### src/rtl/fetch_pc_ctrl.sv
// Fetch PC sequencer for a single-outstanding instruction SRAM port.
// It issues requests, squashes stale returns after redirects and holds a one-entry fetch buffer.
module fetch_pc_ctrl #(
    parameter logic [31:0] RESET_PC = 32'hBFC00000
) (
    input  logic        clk,
    input  logic        rst,
    input  logic        redirect_valid,
    input  logic [31:0] redirect_pc,
    input  logic        stallD,
    output logic        inst_req,
    output logic [31:0] inst_addr,
    input  logic        inst_addr_ok,
    input  logic        inst_data_ok,
    input  logic [31:0] inst_rdata,
    output logic        if_valid,
    output logic [31:0] if_pc,
    output logic [31:0] if_inst
);

    typedef enum logic {
        S_REQ,
        S_WAIT
    } state_t;

    state_t      state;
    state_t      state_n;
    logic [31:0] pc;
    logic [31:0] pc_n;
    logic [31:0] fly_pc;
    logic [31:0] fly_pc_n;
    logic        drop;
    logic        drop_n;
    logic        vld_n;
    logic [31:0] ifpc_n;
    logic [31:0] ifinst_n;
    logic        accept;
    logic        ret;
    logic        keep;

    // A full buffer that decode refuses blocks the next request.
    assign inst_req  = !rst && (state == S_REQ) && !(if_valid && stallD);
    assign inst_addr = pc;

    assign accept = inst_req && inst_addr_ok;
    assign ret    = (state == S_WAIT) && inst_data_ok;
    assign keep   = ret && !drop && !redirect_valid;

    always_comb begin
        state_n  = state;
        pc_n     = pc;
        fly_pc_n = fly_pc;
        drop_n   = drop;
        vld_n    = if_valid;
        ifpc_n   = if_pc;
        ifinst_n = if_inst;

        unique case (state)
            S_REQ: begin
                if (accept) begin
                    state_n  = S_WAIT;
                    fly_pc_n = pc;
                    pc_n     = pc + 32'd4;
                    drop_n   = redirect_valid;
                end
            end
            S_WAIT: begin
                if (inst_data_ok) begin
                    state_n = S_REQ;
                    drop_n  = 1'b0;
                end else if (redirect_valid) begin
                    drop_n = 1'b1;
                end
            end
            default: state_n = S_REQ;
        endcase

        if (redirect_valid) begin
            pc_n = redirect_pc;
        end

        if (redirect_valid) begin
            vld_n = 1'b0;
        end else if (keep) begin
            vld_n    = 1'b1;
            ifpc_n   = fly_pc;
            ifinst_n = inst_rdata;
        end else if (!stallD) begin
            vld_n = 1'b0;
        end
    end

    always_ff @(posedge clk or posedge rst) begin
        if (rst) begin
            state    <= S_REQ;
            pc       <= RESET_PC;
            fly_pc   <= '0;
            drop     <= 1'b0;
            if_valid <= 1'b0;
            if_pc    <= '0;
            if_inst  <= '0;
        end else begin
            state    <= state_n;
            pc       <= pc_n;
            fly_pc   <= fly_pc_n;
            drop     <= drop_n;
            if_valid <= vld_n;
            if_pc    <= ifpc_n;
            if_inst  <= ifinst_n;
        end
    end

endmodule

### config.mk
export PLATFORM = sky130hd
export DESIGN_NAME = fetch_pc_ctrl
export DESIGN_NICKNAME = d
export VERILOG_FILES = /design/src/rtl/fetch_pc_ctrl.sv
export SDC_FILE = /design/constraint.sdc
export NUM_CORES = 1
export LEC_CHECK = 0
export ABC_AREA = 0
export BUFFER_PORTS_ARGS = -buffer_cell sky130_fd_sc_hd__buf_2
export CAP_MARGIN = 20
export CORE_AREA = 2 2 141 88
export DETAILED_ROUTE_END_ITERATION = 10
export DIE_AREA = 0 0 143 90
export HOLD_SLACK_MARGIN = 0.08
export PLACE_DENSITY_LB_ADDON = 0.25
export SYNTH_ARGS = -nofsm -noshare
export SYNTH_HDL_FRONTEND = slang
export SYNTH_SLANG_ARGS = --single-unit
### constraint.sdc
create_clock -name clk -period 4.6 [get_ports clk]
set_clock_uncertainty 0.05 [all_clocks]
set_input_delay 0.46 -clock clk [delete_from_list [all_inputs] [get_ports clk]]
set_output_delay 0.46 -clock clk [all_outputs]
set_load 0.03 [all_outputs]
==> results.cfg <==
[routing]
drc = 0
wirelength_mm = 13.8
vias_per_cell = 5.48
first_pass_iters = 5
antenna_left = 0
drt_iter0_markers = 230
num_vias = 4349
avgRoutedWirePerCell_um = 17.4

[sta]
fin_crit_ns = 2.31
fin_crit_sh_pct = 50.3
worstMarginPinSlew_ns = 1.01
rsz0062_at_grt = no
hold_viol_final = 0
relSlewSlack_pct = 32.3
finalSetupViolCount = 0
hold_slack_ns = 0.189
slew_violations = 0
fmax_mhz = 432
tns_ns = 0

[power]
p_clk_share_pct = 32.1
combPwrFrac_pct = 30.2
p_int_mw = 2.98
vdd_drop_max_uv = 321
p_total_mw = 4.63
p_leak_nw = 3.36
netSwitchingFraction_pct = 35.6
pwr-share-seq_pct = 37.7
powerDensity_nw_per_um2 = 635
switchingPower_mw = 1.65

[global_routing]
overflow = 0
met2_usage_pct = 31.4
grt_pass1_wl_mm = 22.2
grt_max_degree = 96
met1_usage_pct = 32.3
grt_pass1_vias = 4250
grt_use_met3_pct = 6.23
busiest_layer = met1
antenna_found_initial = 0
grt_usage_pct = 22.1

[setup_path]
cp_max_fo = 42
crit_path_max_incr_delay_ns = 0.61
worstSetupEndpointType = flop
cp_data_required_time_ns = 4.84
slowest_stage = nand2_2
worstSetupPathType = flop to flop
cp_cell_sequence = a211o_1 -> inv_2 -> nand2_2 -> mux2_2
crit_arrival_ns = 2.56
regToRegStartpoint = if_valid
start_kind = flop
critPathLaunch = if_valid

[run]
cap_viol_max_count = 0

[cts]
clock_path_buffers = 2
numCtsBuffers = 17
postCtsSetupBuffers = 0
clock_sinks = 131
htree_num_levels = 4
root_buffer = clkbuf_16
clkLatencyLatePin_ns = 0.41
cts.clk_slew.worst_paths_ns = 0.06
cts_tree = yes
cts_resized = 0
ctsHoldBuffers = 0

[final_layout]
finish.net_count = 688
diodes = 0
regArea_um2 = 3290
finalNonFillerCells = 794
post-route-util_pct = 62.4
drive_gt1_share_pct = 45.8
layout_commonest_cell = buf_2
most-common-layout-cells = buf_2, dfrtp_1, mux2_2, mux2_1, nand2_1
fillCellCount = 936
multi_input_area_um2 = 2230
area_growth_pct = 28.6

[floorplanning]
ios = 168
coreArea_um2 = 11700
start_util_pct = 48.5
die_x_um = 143
die_area_um2 = 12900
row_count = 31
fp.dieH_um = 90

[logic_synthesis]
yosysTopAreaCell = dfrtp_1
synth_area_leaders = dfrtp_1, mux2_2, mux2_1
netlist_instances = 452
syn_nets = 523
synth.distinct_cells = 50
synth-seq-cells = 131
yosysTopAreaCellShare_pct = 53.9
yosysWarnings = 0
synthesis.area_um2 = 5660
synth_area_per_cell_um2 = 12.5
ys_seq_area_share_pct = 58.1

[placed_design]
placed_cells = 763
io_buffers = 167
place_congestion = 0.845
dp_hpwl_mm = 9.72

[min_path]
holdCritPathClass = input pin to async pin

[run_status]
status = complete, no violations
## worst max-delay path, delay by kind of cell (launching register included)
kind | cells | cell delay (ns)
DFF | 1 | 0.40
buffers and inverters | 1 | 0.21
and+or+nand+nor | 1 | 0.61
muxes | 1 | 0.52
AOI/OAI and AO/OA | 1 | 0.39
## registers in the layout, indices dropped and copies added (netlist names)
name / flops
fly_pc: 32
inst_addr: 32
if_pc: 32
if_inst: 32
if_valid: 1
drop: 1
state: 1
## power by group through the flow
stage	Sequential, mW	Combinational (mW)	Clock (mW)
after floorplan	2.31	0.394	0
after global placement	1.74	1.38	0
after detailed placement	1.76	1.41	0
after CTS	1.75	1.41	1.52
after global routing	1.80	1.49	1.56
final	1.74	1.40	1.49
## cells in the mapped netlist, drive strengths merged
cell type	n
a211o	1
a211oi	2
a21oi	3
a31o	5
a31oi	14
and2	1
and3	9
and4	1
buf	12
clkbuf	12
clkinv	1
dfrtp	122
dfstp	9
ha	1
inv	10
mux2	92
mux2i	1
nand2	31
nand3	16
nand4	18
nand4b	1
nand4bb	1
nor2	18
nor2b	1
nor3	4
nor3b	2
nor4	5
nor4b	2
o211ai	3
o21ai	20
o311a	1
o311ai	2
o31ai	7
o41ai	2
or2	1
or3	3
or4	9
xnor2	5
xor2	4
## area by class of cell
class	instances	area share [%]
Clock buffer	17	5.84
Clock inverter	14	3.09
Inverter	11	0.636
Multi-Input combinational cell	286	30.6
Sequential cell	131	45.2
Tap cell	165	2.84
Timing Repair Buffer	170	11.8
## stage by stage
stage | setup WS [ns] | cell area (um^2)
CTS | 2.28 | 7280
detailed placement | 1.99 | 6630
finish | 2.29 | 7280
floorplan | 0.607 | 5660
global placement | 2.08 | 6630
global route | 2.12 | 7280
## final timing paths
path / cells past startpoint / endpoint / slack (ns)
min in group clk: 3 / inst_addr[12] / 0.21
worst max register to register: 4 / fly_pc[2] / 2.29
max in group asynchronous: 3 / if_pc[4] / 3.32
worst min-delay path: 2 / if_valid / 0.19
worst max-delay path: 4 / fly_pc[2] / 2.29
worst min register to register: 2 / fly_pc[25] / 0.43
## metal layers
| layer | vias to the layer above | part of all wire, % |
|---|---|---|
| li1 | 1999 | - |
| met1 | 2139 | 47 |
| met2 | 190 | 44 |
| met3 | 21 | 7.6 |
| met4 | 0 | 1.4 |
| met5 | - | 0 |
## cells by family (layout without fill, tap and decap cells)
family / Yosys count / in the layout / share of synthesized area (%)
AOI/OAI and AO/OA: 60 / 60 / 6.90
xor gates and xnor gates: 9 / 9 / 1.39
adders and majority gates: 1 / 1 / 0.221
buffers and inverters: 35 / 212 / 2.67
DFF: 131 / 131 / 58.1
muxes: 93 / 93 / 18.5
and+or+nand+nor: 123 / 123 / 12.2
(Power assumes the default switching activity.)
